--- config.mk ---
export PLATFORM = sky130hd
export DESIGN_NAME = commit_packet_arbiter
export DESIGN_NICKNAME = d
export VERILOG_FILES = /design/src/rtl/commit_packet_arbiter.sv
export SDC_FILE = /design/constraint.sdc
export NUM_CORES = 1
export LEC_CHECK = 0
export ABC_AREA = 1
export CORE_MARGIN = 1
export CORE_UTILIZATION = 30
export CTS_BUF_LIST = sky130_fd_sc_hd__clkbuf_4 sky130_fd_sc_hd__clkbuf_8 sky130_fd_sc_hd__clkbuf_16
export CTS_CLUSTER_DIAMETER = 80
export DETAILED_ROUTE_END_ITERATION = 6
export PLACE_DENSITY = 0.66
export SYNTH_ARGS = -nofsm -noshare
export SYNTH_HDL_FRONTEND = slang
export SYNTH_SLANG_ARGS = --single-unit
export TNS_END_PERCENT = 20
--- constraint.sdc ---
create_clock -name clk -period 3.7 [get_ports clk]
set_clock_uncertainty 0.1 [all_clocks]
set_input_delay 0.555 -clock clk [delete_from_list [all_inputs] [get_ports clk]]
set_output_delay 0.555 -clock clk [all_outputs]
set_load 0.01 [all_outputs]
--- src/rtl/commit_packet_arbiter.sv ---
// Purpose: round-robin share of one commit writeback slot, holding the grant for a whole sop..eop packet.
// Latency: 1 cycle from beat acceptance to out_valid; sustains 1 beat/cycle.
// Backpressure: out_ready low with a full output stage holds the outputs and deasserts every req_ready.
module commit_packet_arbiter #(
    parameter int NUM_REQS = 4,
    parameter int DATAW = 64,
    localparam int REQ_SEL_W = (NUM_REQS > 1) ? $clog2(NUM_REQS) : 1
) (
    input  logic                      clk,
    input  logic                      reset,
    input  logic [NUM_REQS-1:0]       req_valid,
    input  logic [NUM_REQS*DATAW-1:0] req_data,
    input  logic [NUM_REQS-1:0]       req_sop,
    input  logic [NUM_REQS-1:0]       req_eop,
    output logic [NUM_REQS-1:0]       req_ready,
    output logic                      out_valid,
    output logic [DATAW-1:0]          out_data,
    output logic                      out_sop,
    output logic                      out_eop,
    output logic [REQ_SEL_W-1:0]      out_sel,
    input  logic                      out_ready,
    output logic                      locked,
    output logic                      proto_err
);

    logic                 en;
    logic                 have_cand;
    logic                 acc;
    logic [REQ_SEL_W-1:0] cand;
    logic [REQ_SEL_W-1:0] cand_next;
    logic [REQ_SEL_W-1:0] rr_ptr;
    logic [REQ_SEL_W-1:0] lock_idx;
    logic [DATAW-1:0]     data_arr [NUM_REQS];

    // Unpack the flat payload bus so the selected beat is a plain array lookup.
    for (genvar g = 0; g < NUM_REQS; g++) begin : g_unpack
        assign data_arr[g] = req_data[g*DATAW +: DATAW];
    end

    // The output stage can take a new beat when empty or draining this cycle.
    assign en  = !out_valid || out_ready;
    assign acc = en && have_cand;

    // Pointer value after the winning requester, wrapping at NUM_REQS.
    assign cand_next = (int'(cand) == NUM_REQS - 1) ? '0 : cand + REQ_SEL_W'(1);

    // Pick the candidate: the locked owner only, otherwise first valid from rr_ptr upward.
    always_comb begin
        int                   idx;
        logic [REQ_SEL_W-1:0] try_idx;
        have_cand = 1'b0;
        cand      = '0;
        idx       = 0;
        try_idx   = '0;
        if (locked) begin
            cand      = lock_idx;
            have_cand = req_valid[lock_idx];
        end else begin
            for (int k = 0; k < NUM_REQS; k++) begin
                idx = int'(rr_ptr) + k;
                if (idx >= NUM_REQS) begin
                    idx = idx - NUM_REQS;
                end
                try_idx = REQ_SEL_W'(idx);
                if (!have_cand && req_valid[try_idx]) begin
                    have_cand = 1'b1;
                    cand      = try_idx;
                end
            end
        end
    end

    // Only the candidate sees ready, and only when the output stage can take the beat.
    always_comb begin
        req_ready = '0;
        if (acc) begin
            req_ready[cand] = 1'b1;
        end
    end

    // Output register, lock/pointer state and the protocol-error pulse.
    always_ff @(posedge clk) begin
        if (reset) begin
            out_valid <= 1'b0;
            out_data  <= '0;
            out_sop   <= 1'b0;
            out_eop   <= 1'b0;
            out_sel   <= '0;
            locked    <= 1'b0;
            lock_idx  <= '0;
            rr_ptr    <= '0;
            proto_err <= 1'b0;
        end else begin
            proto_err <= 1'b0;
            if (en) begin
                out_valid <= acc;
                if (acc) begin
                    out_data <= data_arr[cand];
                    out_sop  <= req_sop[cand];
                    out_eop  <= req_eop[cand];
                    out_sel  <= cand;
                end
            end
            if (acc) begin
                // A packet must open with sop exactly when no packet is in flight.
                proto_err <= locked ? req_sop[cand] : !req_sop[cand];
                if (req_eop[cand]) begin
                    locked <= 1'b0;
                    rr_ptr <= cand_next;
                end else begin
                    locked   <= 1'b1;
                    lock_idx <= cand;
                end
            end
        end
    end

endmodule
# == Yosys cells after proc, flatten, opt, wreduce, memory -nomap -nowiden ==
# Cells that the tools add are included.
# word_totals
mem_bits_ro,0
memories,0
mem_bits_rw,0
in_bits,271
out_inout_bits,75
reg_bits,75
latch_bits,0
# classes
n_eq_ne,1
n_div,0
n_shift,0
n_lt_le_gt_ge,12
addsub,8
muxes,44
n_mul,0
n_bitwise,3
n_reduce_logical,15
# op_table
operator,n
64-bit binary-select mux with 2-bit select,1
64-bit 2-to-1 mux,2
2-bit 2-to-1 mux,14
"2-bit by 3-bit less-than comparator with 1-bit output, second input constant",6
1-bit 2-to-1 mux,18
1-bit binary-select mux with 2-bit select,7
"3-bit greater-or-equal comparator, second input constant",4
"2-bit by 1-bit subtractor with 2-bit output, second input constant",4
"2-bit by 2-bit adder with 3-bit output, second input constant",2
2-bit AND reduction,3
1-bit logical AND,5
1-bit zero test,5
4-bit 2-to-1 mux,1
"2-bit by 1-bit adder with 3-bit output, second input constant",1
"2-bit by 3-bit greater-or-equal comparator with 1-bit output, second input constant",1
2-bit NOT with 3-bit output,1
"2-bit by 1-bit adder with 2-bit output, second input constant",1
1-bit demux with 2-bit select,1
"2-bit by 1-bit equality test with 1-bit output, second input constant",1
"2-bit by 1-bit greater-or-equal comparator with 1-bit output, second input constant",1
1-bit NOT,2
2-bit OR reduction,1
1-bit logical OR,1

# == Logic depth before layout (Yosys ltp) ==
# Gate-level depths: netlist of run 1.
# logic_depth
depth_word,24
depth_mapped,19

# == Worst setup path before layout of run 1 ==
# Ideal clock, no wire load.
# synth_path
path_kind,input to output
from,input port req_valid[1]
to,output port req_ready[0]
setup_slack_ps,1169
cell_stages,13
required_time_ps,3045
arrival_time_ps,1876
path_buffers,2
path_cell_list,inv_1 > nand2_1 > nand3_1 > nand2_1 > inv_2 > nand3_1 > nor2_2 > nor2_4 > nand2_2 > buf_4 > buf_2 > nand2_1 > nor2_1
# synth_via
elab_chain_len,21
elab_cells_between_ends,36
cone_classes,order compare: 2; mux: 26; reduce/logical: 8
# synth_lines
item,line_no,source
from (decl),11,"input logic [NUM_REQS-1:0] req_valid,"
1-bit binary-select mux with 2-bit select,65,if (!have_cand && req_valid[try_idx]) begin
1-bit 2-to-1 mux (not written as such),65,
1-bit 2-to-1 mux,65,
1-bit 2-to-1 mux,55,if (locked) begin
1-bit zero test,65,
1-bit logical AND,65,
1-bit 2-to-1 mux,65,
1-bit 2-to-1 mux,55,
(+5 left out),-,
1-bit logical AND,65,
2-bit 2-to-1 mux,65,
2-bit 2-to-1 mux,55,
2-bit by 3-bit less-than comparator with 1-bit output (not written as such) or 2-bit by 1-bit greater-or-equal comparator with 1-bit output (tied branches),77,req_ready[cand] = 1'b1;
1-bit logical AND (not written as such),77,
1-bit 2-to-1 mux (not written as such),77,
1-bit demux with 2-bit select,77,
4-bit 2-to-1 mux *,76,if (acc) begin
to (decl),15,"output logic [NUM_REQS-1:0] req_ready,"
# Mark *: on every way between the ends. The rest lies on a longest branch, timed or not. The select of a mux whose other input is x is not followed.

# == Worst setup path after layout of run 1 ==
# layout_path
from,input port req_valid[3]
to,output port req_ready[3]
# Same word-level chain as after synthesis.

==> out/results.env, run 1 <==
YOSYS.CELL_TYPES.COUNT=25
YOSYS.AREA.TOP_TYPE='dfxtp_1'
TIGHTESTPINTRANSITION_NS=0.725
YS_ASYNC_SR_FRACTION_PCT=0
DRT_DRC_VIOLATIONS_LEFT=0
ANT_NETS_AFTER_ROUTE=0
HOLD-WORST-SLACK_NS=0.403
SYN_INST=918
SYN_AREA_PER_CELL_UM2=6.04
REG2REG_PATH_DEPTH=16
CRITPATHLAUNCHTYPE='input port'
FMAXACHIEVABLE_MHz=292
TIMING.FINAL.HOLD_VIOLATIONS=0
MIN_PERIOD_OVER_PERIOD_PCT=92.6
ANTENNADIODECOUNT=0
ROUTE.VIAS.TOTAL=7070
MIN_PATH_TYPE='reg -> reg'
CRITICALPATHCATEGORY='in -> out'
GRT_ANTENNA_BEFORE_REPAIR=1
GRT_USAGE_PCT=21.5
TIMING.CRITICAL_PATH.ARRIVAL_NS=2.77
MOST_USED_DFF_POST_SYNTH='dfxtp_1'
LAYOUT-DRIVE-GT1-SHARE_PCT=3.31
STATUS='completed'
CTS_TREE='yes'
CTS_HOLD_BUFFERS=0
DPL.HPWL_MM=15.3
POST_DETAILED_ROUTE_WIRELENGTH_PER_CELL_UM=15.0
CORE_AREA_MM2=0.0180
FIRST_ITER_VIOLATIONS=393
POWER.SWITCHING_FRACTION_PCT=51.9
SETUP_VIOLATIONS=0
SYNTH.FF_LATCH_COUNT=75
PLACED_CELLS_INCL_TAPS=1423
DRT-PASS1-ITER-COUNT=4
DIE_WIDTH_UM=138
SYN-CELL-AREA_MM2=0.00555
SEQ_POWER_SHARE_PCT=16.4
CTSROOTBUFFERMASTER='clkbuf_16'
SYNTH_COMMONEST_CELLS='nand3_1, nand2_1, inv_1, dfxtp_1, o21ai_0'
MAX-CLOCK-PATH-BUFFERS=2
CRIT-REG2REG-CAPTURE='out_data[8]'
GRT_FIRST_PASS_WIRELENGTH_MM=31.6
FINAL.MIN_CLOCK_PERIOD_NS=3.43
MIN-DELAY-START='out_eop'
TOP_LEVEL_I_O_COUNT=346
DP_SLACK_NS=0.292
CLOCKPOWERSHARE_PCT=11.2
DIE-AREA_MM2=0.0190
VIAS_CELL=4.91
POWER_DENSITY_mW_PER_MM2=854
P_COMB_SHARE_PCT=72.4
SETUP-TNS-FINAL_NS=0
FINALNONFILLERCELLS=1439
WORSTHOLDPATHCELLS=2
DIEHEIGHT_UM=138
SUM_OF_INTERNAL_SWITCHING_AND_LEAKAGE_POWER_W=0.00795
IO_BUFFER_COUNT=345
AREA_GROWTH_SYN_TO_LAYOUT_PCT=67.7
CLK_LATENCY_NS=0.34
YOSYSMOSTFREQUENTCELL='nand3_1'
HOLD-PATH-ENDPOINT='out_eop'
SYNTH_ENABLE_FLOP_CELLS=0
POWER_INTERNAL_W=0.00382
MAPPEDNETLISTNETS=1189
FINISH.NET_COUNT=1476
REG2REG_FROM='rr_ptr[0]'
IR_DROP_uV=777
POSTLAYOUTSETUPSLACKWORST_NS=0.272
ROUTED_WL_MM=21.5
GPL.FINAL_WEIGHTED_CONGESTION=0.880
REPORT.FINAL.SLEW_VIOL_COUNT=0
SYNTH.YOSYS.SEQ_AREA_SHARE_PCT=27.1
WORST_SLEW_MARGIN_REL_PCT=51.7
YOSYSWARNINGS=0
NUM_ROWS=49
CLK_SINK_COUNT=75
CTS-BUFFERS-INSERTED=9
CLK_TRANSITION_REPORTED_PATHS_NS=0.06
POSTCTSSETUPREPAIRBUFS=0
GRT_OVERFLOW_TOTAL=0
DRV_CAP=0
R2R_SETUP_SLACK_NS=0.64
PIN_COUNT_OF_THE_BIGGEST_NET_ENTERING_GLOBAL_ROUTING=142
WORST_EP_REQUIRED_TIME_NS=3.04
CLOCK_TREE.HTREE_LEVEL_COUNT=3
POWER.STATIC_LEAKAGE_nW=4.41
CRITICAL_PATH.ENDPOINT_TYPE='primary output'
SYNTH_TOP_CELL_AREA_SHARE_PCT=27.1
NUMBER_OF_GLOBAL_ROUTE_VIAS_BEFORE_REPAIR=6231
SYNTH.AREA.TOP_CELLS='dfxtp_1, nand3_1, nand2_1'
CRITICAL_PATH.STARTPOINT='req_valid[3]'
FLOORPLAN.INITIALDENSITY_PCT=30.8
RSZ0062_AT_GRT='no'
WORSTPATHMAXFANOUT=14
POWER.NET_SWITCHING_W=0.00412
CTS-RESIZED-GATES=0
state kept, by name, summed over array words and instances (netlist names):
register	count
lock_idx	2
rr_ptr	2
out_sel	2
out_valid	1
out_data	64
out_sop	1
proto_err	1
out_eop	1
locked	1
worst max-delay path: stages:
cell             delay [ns]
clkdlybuf4s50_1        0.51
inv_1                  0.06
nand2_1                0.09
nand3_1                0.11
nand2_1                0.12
inv_2                  0.06
nand3_1                0.08
nor2_2                 0.06
nor2_4                 0.16
nand2_4                0.15
inv_4                  0.09
nand2_1                0.07
nor2_1                 0.09
clkdlybuf4s50_1        0.55
cells by family after synthesis:
| family | synth area share, % |
|---|---|
| buf+inv | 13.9 |
| compound gates | 13.4 |
| flops | 27.1 |
| simple gates | 45.6 |
worst max path at each step:
| stage | to | slack [ns] |
|---|---|---|
| 6_report | req_ready[3] | 0.27 |
| 2_1_floorplan | req_ready[0] | 1.17 |
| 5_1_grt | req_ready[2] | 0.1 |
| 3_3_place_gp | req_ready[3] | 0.35 |
| 3_5_place_dp | out_data[8] | 0.29 |
| 4_1_cts | req_ready[3] | 0.29 |
power by group through the flow:
stage,Clock (W),Combinational [W],Sequential [W]
3_3_place_gp,0,0.00576,0.00132
4_1_cts,0.000918,0.00580,0.00131
2_1_floorplan,0,0.00400,0.00142
5_1_grt,0.000948,0.00646,0.00134
6_report,0.000889,0.00575,0.00131
3_5_place_dp,0,0.00578,0.00132
metal layers:
layer | global-route usage, % | share of wire, %
met1 | 23.8 | 39
met2 | 37.0 | 48
met3 | 6.51 | 9.9
met4 | 10.6 | 3.4
met5 | 0 | 0.060
cells in the final DEF (no fill, tap or decap), types with 2 or more instances in the layout:
| cell type | netlist | routed |
|---|---|---|
| a21oi_1 | 6 | 6 |
| buf_12 | 0 | 4 |
| buf_4 | 10 | 5 |
| clkbuf_16 | 0 | 9 |
| clkbuf_4 | 0 | 2 |
| clkbuf_8 | 0 | 4 |
| clkdlybuf4s50_1 | 0 | 345 |
| dfxtp_1 | 75 | 75 |
| inv_1 | 86 | 85 |
| inv_2 | 4 | 3 |
| inv_4 | 0 | 2 |
| nand2_1 | 250 | 249 |
| nand2_2 | 5 | 3 |
| nand2_4 | 0 | 3 |
| nand3_1 | 258 | 258 |
| nand4_1 | 30 | 30 |
| nor2_1 | 11 | 11 |
| o211ai_1 | 2 | 2 |
| o21a_1 | 28 | 28 |
| o21ai_0 | 38 | 38 |
| o21ai_1 | 4 | 4 |
| o21bai_1 | 37 | 37 |
final cells by class:
cell class                 count  area, µm²
clock buffer                  15        295
clock inverter                 1       5.00
fill                        1821       8720
inverter                      91        352
multi-input combinational    674       3290
sequential                    75       1500
tap                          229        287
timing repair buffer         354       3570
metrics by stage:
| step | instance area (µm²) | util (%) |
|---|---|---|
| final | 9300 | 51.6 |
| after global routing | 9300 | 51.6 |
| after CTS | 9300 | 51.6 |
| after detailed placement | 9000 | 49.9 |
| after global placement | 9000 | 49.9 |
| after floorplan | 5550 | - |
Power figures use the tool's default switching activity.
==> run 2, diff against run 1 <==
SKIP_CTS_REPAIR_TIMING = 1   (was not set)
==> results of run 2 <==
Same layout as run 1: the final DEF is identical, and so are final timing and power.
==> run 3, diff against run 2 <==
CORE_UTILIZATION = 23   (was 30)
CTS_CLUSTER_DIAMETER = 200   (was 80)
GPL_TIMING_DRIVEN = 0   (was not set)
PLACE_DENSITY = 0.53   (was 0.66)
==> run 3 against run 2 <==
Compared with the run above:
- total power rose by 15%
- final cell count up 11%
- sequential power barely moved
- via count grew 5.7%
- hold slack worse by 0.0066 ns
- critical path depth unchanged
- register-to-register slack better by 0.43 ns
- sequential share of layout area shrank 0.72 points
==> out/results.env, run 3 (synthesized netlist as in run 1, its figures left out) <==
CTSROOTBUFFERMASTER='clkbuf_16'
POST_LAYOUT_UTILIZATION_OF_THE_CORE_PCT=41.4
REPORT.FINAL.SLEW_VIOL_COUNT=0
AREA_GROWTH_SYN_TO_LAYOUT_PCT=75.6
FIRST_ITER_VIOLATIONS=449
FLOORPLAN.INITIALDENSITY_PCT=23.6
FINISH.NET_COUNT=1542
PIN_COUNT_OF_THE_BIGGEST_NET_ENTERING_GLOBAL_ROUTING=14
CTS-BUFFERS-INSERTED=9
REGISTER_AREA_MM2=0.00150
DESIGN_AREA_MM2=0.00974
MAX-CLOCK-PATH-BUFFERS=2
DP_SLACK_NS=-0.457
DRT-PASS1-ITER-COUNT=6
CRITICAL_PATH.ENDPOINT_TYPE='primary output'
WORSTPATHMAXFANOUT=10
NUM_ROWS=56
CORE_AREA_MM2=0.0235
TIMING.FINAL.HOLD_VIOLATIONS=0
FINAL.MIN_CLOCK_PERIOD_NS=3.69
IO_BUFFER_COUNT=345
TIGHTESTPINTRANSITION_NS=0.710
CLK_TRANSITION_REPORTED_PATHS_NS=0.06
MIN_PATH_TYPE='reg -> reg'
DRT_DRC_VIOLATIONS_LEFT=0
GRT_USAGE_PCT=23.1
MIN_PERIOD_OVER_PERIOD_PCT=99.8
CLK_SINK_COUNT=75
CLOCK_TREE.HTREE_LEVEL_COUNT=3
POWER_DENSITY_mW_PER_MM2=936
FINALNONFILLERCELLS=1595
DPL.HPWL_MM=22.6
DIE_WIDTH_UM=157
ROUTED_WL_MM=28.9
DIEHEIGHT_UM=157
VIAS_CELL=4.69
SUM_OF_INTERNAL_SWITCHING_AND_LEAKAGE_POWER_W=0.00911
DRV_CAP=0
WORST_EP_REQUIRED_TIME_NS=3.04
GPL.FINAL_WEIGHTED_CONGESTION=0.862
ANTENNADIODECOUNT=0
SETUP_VIOLATIONS=0
NUMBER_OF_GLOBAL_ROUTE_VIAS_BEFORE_REPAIR=7229
STATUS='completed'
LAYOUT-DRIVE-GT1-SHARE_PCT=6.35
TIMING.CRITICAL_PATH.ARRIVAL_NS=3.04
POWER.STATIC_LEAKAGE_nW=4.65
LAYOUT.CELLS.MOST_COMMON='clkdlybuf4s50_1'
GRT_OVERFLOW_TOTAL=0
CRITPATHLAUNCHTYPE='input port'
GRT_ANTENNA_BEFORE_REPAIR=0
ANT_NETS_AFTER_ROUTE=0
CTS_TREE='yes'
MULTI_INPUT_COMB_AREA_MM2=0.00329
CRITICALPATHCATEGORY='in -> out'
FMAXACHIEVABLE_MHz=271
RSZ0062_AT_GRT='yes'
CLK_LATENCY_NS=0.34
WORST_SLEW_MARGIN_REL_PCT=52.7
PLACEMENT.CELL_AREA_MM2=0.00940
TOP_LEVEL_I_O_COUNT=346
TOP_REGISTER='out_data'
LARGEST_REGISTER_FF_COUNT=64
POSTLAYOUTSETUPSLACKWORST_NS=0.00663
POST_DETAILED_ROUTE_WIRELENGTH_PER_CELL_UM=18.1
DIE-AREA_MM2=0.0247
PLACED_CELLS_INCL_TAPS=1582
ROUTE.VIAS.TOTAL=7475
IR_DROP_uV=438
FINAL.FILL_COUNT=2553
GRT_FIRST_PASS_WIRELENGTH_MM=42.8
MOST-COMMON-LAYOUT-CELLS='clkdlybuf4s50_1, nand3_1, nand2_1, inv_1, dfxtp_1'
==> run 3: changes by cell type in the layout (fill, tap and decap cells not counted), sizes merged <==
cell / change
clkdlybuf4s50: -4
clkbuf: +22
clkinv: +4
dlymetal6s2s: +4
bufinv: +1
buf: +39
==> run 3: critical path: stages <==
cell	delay (ns)
clkdlybuf4s50_1	0.53
inv_1	0.07
nand2_1	0.11
nand3_1	0.10
nand2_1	0.11
inv_2	0.06
nand3_1	0.07
nand3_1	0.09
nand3_1	0.12
nand2_4	0.12
buf_4	0.21
clkbuf_4	0.21
nor2_1	0.12
clkdlybuf4s50_1	0.54
==> run 3: power breakdown <==
group          switching [W]  leakage (nW)  internal (W)  total [W]
Clock               0.000386         0.150      0.000532   0.000918
Sequential          0.000159         0.623       0.00113    0.00129
Combinational        0.00438          3.87       0.00252    0.00690
==> run 3: final cells by class <==
| cell class | count | share of cell area, % |
|---|---|---|
| timing repair buffer | 345 | 35.6 |
| multi-input combinational | 674 | 33.8 |
| sequential | 75 | 15.4 |
| buffer | 75 | 4.42 |
| tap | 319 | 4.10 |
| inverter | 91 | 3.64 |
| clock buffer | 10 | 2.39 |
| clock inverter | 6 | 0.681 |
==> run 3: path summary, 6_finish.rpt <==
check | start | to | slack (ns) | depth (start not counted)
worst max-delay path | req_valid[0] | req_ready[2] | 0.007 | 14
worst min register to register | out_eop | out_eop | 0.40 | 2
worst max register to register | rr_ptr[0] | out_data[39] | 1.07 | 17
worst min-delay path | out_eop | out_eop | 0.40 | 2
==> run 3: stage by stage <==
step                      TNS (ns)  hold slack [ns]
after floorplan                  0            0.396
after global placement       -1.16            0.384
after detailed placement     -1.11            0.381
after CTS                    -1.14            0.402
after global routing        -0.160            0.413
final                            0            0.397
==> run 3: per-layer routing <==
metal  global-route usage, %  vias to the layer above  share of wire [%]
li1                        -                     3756                  -
met1                    28.5                     3426                 43
met2                    40.5                      275                 49
met3                    5.40                       18                7.0
met4                    4.62                        0                1.3
met5                       0                        -                  0
